**src/rtl/rsa_pkg.sv**
```systemverilog
// Shared types and width defaults for the RSA exponent/reduction datapath.
package rsa_pkg;

  localparam int DW = 64;
  localparam int MW = 8;
  localparam int CW = $clog2(DW);

  typedef enum logic [0:0] {
    IDLE = 1'b0,
    RUN  = 1'b1
  } state_t;

endpackage

```
**src/rtl/mod_sub_step.sv**
```systemverilog
// One restoring shift-subtract step: shifts a dividend bit into the partial
// remainder and subtracts the modulus when it fits.
module mod_sub_step import rsa_pkg::*; #(
  parameter int MW = rsa_pkg::MW
) (
  input  logic [MW-1:0] rem,
  input  logic          bit_in,
  input  logic [MW-1:0] m,
  output logic [MW-1:0] rem_next
);

  logic [MW:0] t;
  logic        ge;

  assign t  = {rem, bit_in};
  assign ge = (t >= {1'b0, m});

  // The true difference is always below 2^MW, so an MW-bit subtract of the
  // low bits gives the exact result even when t[MW] is set.
  assign rem_next = ge ? (t[MW-1:0] - m) : t[MW-1:0];

endmodule

```
**src/rtl/mod_reduce.sv**
```systemverilog
// Bit-serial restoring modular reduction: result = dividend mod modulus,
// one dividend bit per clock, start/done single-operation handshake.
//
// state | meaning
// IDLE  | waiting for start; zero modulus completes here with err
// RUN   | shifting DW dividend bits through the subtract step
module mod_reduce import rsa_pkg::*; #(
  parameter int DW = rsa_pkg::DW,
  parameter int MW = rsa_pkg::MW
) (
  input  logic          clk,
  input  logic          rst_n,
  input  logic          start,
  input  logic [DW-1:0] dividend,
  input  logic [MW-1:0] modulus,
  output logic [MW-1:0] result,
  output logic          done,
  output logic          busy,
  output logic          err
);

  localparam int CNTW = $clog2(DW);
  localparam logic [CNTW-1:0] CNT_LAST = CNTW'(DW - 1);

  state_t          state;
  logic [DW-1:0]   sr;
  logic [MW-1:0]   m_q;
  logic [MW-1:0]   rem;
  logic [MW-1:0]   rem_next;
  logic [CNTW-1:0] cnt;

  mod_sub_step #(.MW(MW)) u_step (
    .rem      (rem),
    .bit_in   (sr[DW-1]),
    .m        (m_q),
    .rem_next (rem_next)
  );

  always_ff @(posedge clk or negedge rst_n) begin
    if (!rst_n) begin
      state  <= IDLE;
      sr     <= '0;
      m_q    <= '0;
      rem    <= '0;
      cnt    <= '0;
      result <= '0;
      done   <= 1'b0;
      busy   <= 1'b0;
      err    <= 1'b0;
    end else begin
      done <= 1'b0;
      case (state)
        IDLE: begin
          if (start) begin
            if (modulus == '0) begin
              result <= '0;
              err    <= 1'b1;
              done   <= 1'b1;
            end else begin
              sr    <= dividend;
              m_q   <= modulus;
              rem   <= '0;
              cnt   <= '0;
              err   <= 1'b0;
              busy  <= 1'b1;
              state <= RUN;
            end
          end
        end
        RUN: begin
          rem <= rem_next;
          sr  <= {sr[DW-2:0], 1'b0};
          if (cnt == CNT_LAST) begin
            cnt    <= '0;
            result <= rem_next;
            done   <= 1'b1;
            busy   <= 1'b0;
            state  <= IDLE;
          end else begin
            cnt <= cnt + CNTW'(1);
          end
        end
        default: state <= IDLE;
      endcase
    end
  end

endmodule

```
**config.mk**
```make
export PLATFORM = sky130hd
export DESIGN_NAME = mod_reduce
export DESIGN_NICKNAME = d
export VERILOG_FILES = /design/src/rtl/rsa_pkg.sv /design/src/rtl/mod_sub_step.sv /design/src/rtl/mod_reduce.sv
export SDC_FILE = /design/constraint.sdc
export NUM_CORES = 1
export LEC_CHECK = 0
export ABC_AREA = 1
export BUFFER_PORTS_ARGS = -buffer_cell sky130_fd_sc_hd__buf_4
export CORE_MARGIN = 2
export CORE_UTILIZATION = 50
export CTS_BUF_LIST = sky130_fd_sc_hd__clkbuf_16
export CTS_CLUSTER_DIAMETER = 150
export CTS_CLUSTER_SIZE = 12
export DETAILED_ROUTE_END_ITERATION = 8
export GPL_ROUTABILITY_DRIVEN = 0
export PLACE_DENSITY = 0.8
export SLEW_MARGIN = 20
export SYNTH_ARGS = -nofsm -noshare
export SYNTH_HDL_FRONTEND = slang
export SYNTH_SLANG_ARGS = --single-unit
export TNS_END_PERCENT = 50
```
**constraint.sdc**
```tcl
create_clock -name clk -period 2.6 [get_ports clk]
set_input_delay 0.26 -clock clk [delete_from_list [all_inputs] [get_ports clk]]
set_output_delay 0.26 -clock clk [all_outputs]
set_load 0.05 [all_outputs]
```
==> impl_metrics.toml <==
[run_status]
status = "finished, final reports clean"

[sta]
setup_total_negative_slack_ns = 0
worst_pin_slew_ns = 0.639
min_period_over_period_pct = 70.9
timing.slew.headroom_pct = 57.4
setup_viol_count_final = 0
grt_setup_unrepaired = "false"
period_minus_slack_ns = 1.84
maxClockFrequency_mhz = 542
holdWs_ns = 0.125
fin_ws_ns = 0.756
final_hold_viol_count = 0
final_max_slew_viol_count = 0
fin_worst_skew_ns = 0.0107

[die]
floorplan.initialDensity_pct = 51.0
io_pins = 86
placementRows = 35
die_area_um2 = 10100
core-area_um2 = 9110
die_width_um = 100
dieHeight_um = 100

[logic_synthesis]
synth-adder-area-share_pct = 2.85
post_synth_and_or_nand_nor_area_fraction_pct = 25.2
synth-edff-count = 0
muxShareOfSynthArea_pct = 0
yosys.area.top_type = "sky130_fd_sc_hd__dfrtp_1"
synthesis.area_um2 = 4650
combinational_family_with_the_most_area_after_synthesis = "simple AND/OR/NAND/NOR gates"
postSynthRegisterBits = 98
yosysTopAreaCellShare_pct = 52.8
mappedNetlistNets = 624
synth_top_flop_cell = "sky130_fd_sc_hd__dfrtp_1"
synth-async-reset-ratio_pct = 100
synthCells = 539
syn_avg_cell_area_um2 = 8.62
yosysSeqAreaShare_pct = 52.8
netlist_top_cells_count = "sky130_fd_sc_hd__nor2_1, sky130_fd_sc_hd__nand2_1, sky130_fd_sc_hd__dfrtp_1"
synth.distinct_cells = 32
synth.top_cells.by_area = "sky130_fd_sc_hd__dfrtp_1, sky130_fd_sc_hd__nor2_1, sky130_fd_sc_hd__nand2_1"
ys_warn_count = 0
synthXorXnorAreaFrac_pct = 0.943
synth_compound_gate_area_share_pct = 11.2
yosysMostFrequentCell = "sky130_fd_sc_hd__nor2_1"

[clocking]
post_cts_resize_count = 0
cts-buffers-inserted = 9
clockBufferDepth = 2
deepest_level_of_the_cts_h_tree = 3
cts_tree = "done"
clkSlewWorstSetupHoldPaths_ns = 0.07
cts.sink_count = 98
root_buffer = "sky130_fd_sc_hd__clkbuf_16"
worstSkewPairLatency_ns = 0.34

[layout]
final_net_count = 699
num_antenna_cells = 0
filler_cell_count = 807
final_layout_size_suffix_gt1_share_pct = 19.1
syn2layout_area_growth_pct = 20.3

[critical_path]
reg2reg_setup_slack_ns = 0.76
timing.rr.start = "rem[1]$_DFFE_PN0P_"
endpoint_kind = "flop"
regToRegEndpoint = "rem[1]$_DFFE_PN0P_"
worstSetupPathType = "flop to flop"
crit_path_dat_ns = 2.07
ff2ff_path_depth = 10
worstPathRequired_ns = 2.83
worst-path-max-fanout = 9
timing.critical_path.from_type = "flop"

[power_and_ir_drop]
p_leak_nw = 2.65
vdd.ir_drop.worst_mv = 0.439
p_per_area_nw_per_um2 = 1140

[global_routing]
global_route.usage.total_pct = 21.4
gr_ovfl_total = 0
maximum_number_of_pins_on_one_net_before_global_route_repair = 65
grt_pass1_wl_um = 17100
first_global_vias = 3800
antenna_found_initial = 0

[worst_hold_path]
timing.hold.worst_path_depth = 3
worstHoldPathType = "input pin to flop"
hold_path.startpoint = "modulus[0]"
min_to = "m_q[0]$_DFFE_PN0P_"

[placed_design]
hpwlAfterDp_um = 7080
dp_slack_ns = 0.793
placement.io_buffers = 85

[route]
wire_per_inst_um = 14.1
antenna_violating_nets_post_route = 0
wl_um = 10300
detailedRoute.firstPassIterationCount = 5
detail_route.drc_violations = 0
via_count = 3924
via_per_inst = 5.38
number_of_drc_violations_after_detailed_routing_iteration_0 = 157

[flow_run]
max_cap_violations = 0
[per-stage QoR]
stage	total power, W	cells	cell area [um^2]	util, %
after global placement	0.00491	713	5290	58.0
after CTS	0.00639	729	5590	61.3
after global routing	0.00684	729	5590	61.3
after detailed placement	0.00503	713	5290	58.0
after floorplan	0.00436	539	4650	-
final	0.00636	729	5590	61.3
[state kept, by name, summed over array words and instances (netlist names)]
signal,flops
sr,64
m_q,8
rem,8
result,8
cnt,6
busy,1
done,1
err,1
state,1
[report_power, final]
group | internal, W | switching, W | total, W
Sequential | 0.00217 | 0.000397 | 0.00256
Clock | 0.000744 | 0.000578 | 0.00132
Combinational | 0.000984 | 0.00149 | 0.00248
[how the worst max path moves through the flow]
stage,start,end,slack (ns),cells past startpoint
floorplan,rem[1]$_DFFE_PN0P_,rem[0]$_DFFE_PN0P_,1.02,11
global placement,m_q[0]$_DFFE_PN0P_,result[4]$_DFFE_PN0P_,0.84,9
detailed placement,modulus[7],sr[0]$_DFFE_PN0P_,0.79,7
CTS,rem[1]$_DFFE_PN0P_,result[2]$_DFFE_PN0P_,0.77,10
global route,rem[4]$_DFFE_PN0P_,result[6]$_DFFE_PN0P_,0.59,10
finish,rem[1]$_DFFE_PN0P_,rem[1]$_DFFE_PN0P_,0.76,10
[repair_timing]
item,in CTS,in global routing
buffers inserted,0,0
hold buffers,1,0
endpoints found under the hold margin,30,0
[logic make-up after synthesis]
family          count (synthesis)
compound gates                 85
fa+ha+maj                      10
flops                          98
buf+inv                        62
xor+xnor                        5
simple gates                  279
[worst max-delay path: stages (launching register included)]
cell and delay (ns):
sky130_fd_sc_hd__dfrtp_1 0.43, sky130_fd_sc_hd__ha_1 0.43, sky130_fd_sc_hd__nand2_1 0.09, sky130_fd_sc_hd__nor2_1 0.14, sky130_fd_sc_hd__inv_1 0.07, sky130_fd_sc_hd__nor2_2 0.15, sky130_fd_sc_hd__nor2_4 0.08, sky130_fd_sc_hd__nand2_4 0.11
sky130_fd_sc_hd__nand2_1 0.08, sky130_fd_sc_hd__nand3_1 0.08, sky130_fd_sc_hd__nand2_1 0.06
[layer usage]
layer	global-route usage, %	wire length (um)	vias up
met1	28.1	4430	1859
met4	8.85	248	0
met3	3.69	483	21
li1	-	-	1936
met2	35.2	5140	108
met5	0	0	-
[layout by cell type, fill, tap and decap left out, drive strengths merged, types with 5 or more instances in the layout]
cell type	instances
buf	90
ha	9
a31oi	5
inv	37
o21ai	12
nand4	10
nand3b	5
o22ai	60
dfrtp	98
nand2	104
clkbuf	9
nand3	20
nor2	138
[layout make-up]
cell class              count  area [um^2]  area share, %
flip-flops and latches     98         2450           43.9
multi-input cells         379         1870           33.5
repair buffers             91          698           12.5
clock buffers               9          225           4.03
well taps                 111          139           2.49
inverters                  35          134           2.40
clock inverters             6         65.1           1.16
No activity file was read; power rests on OpenSTA's default activity.
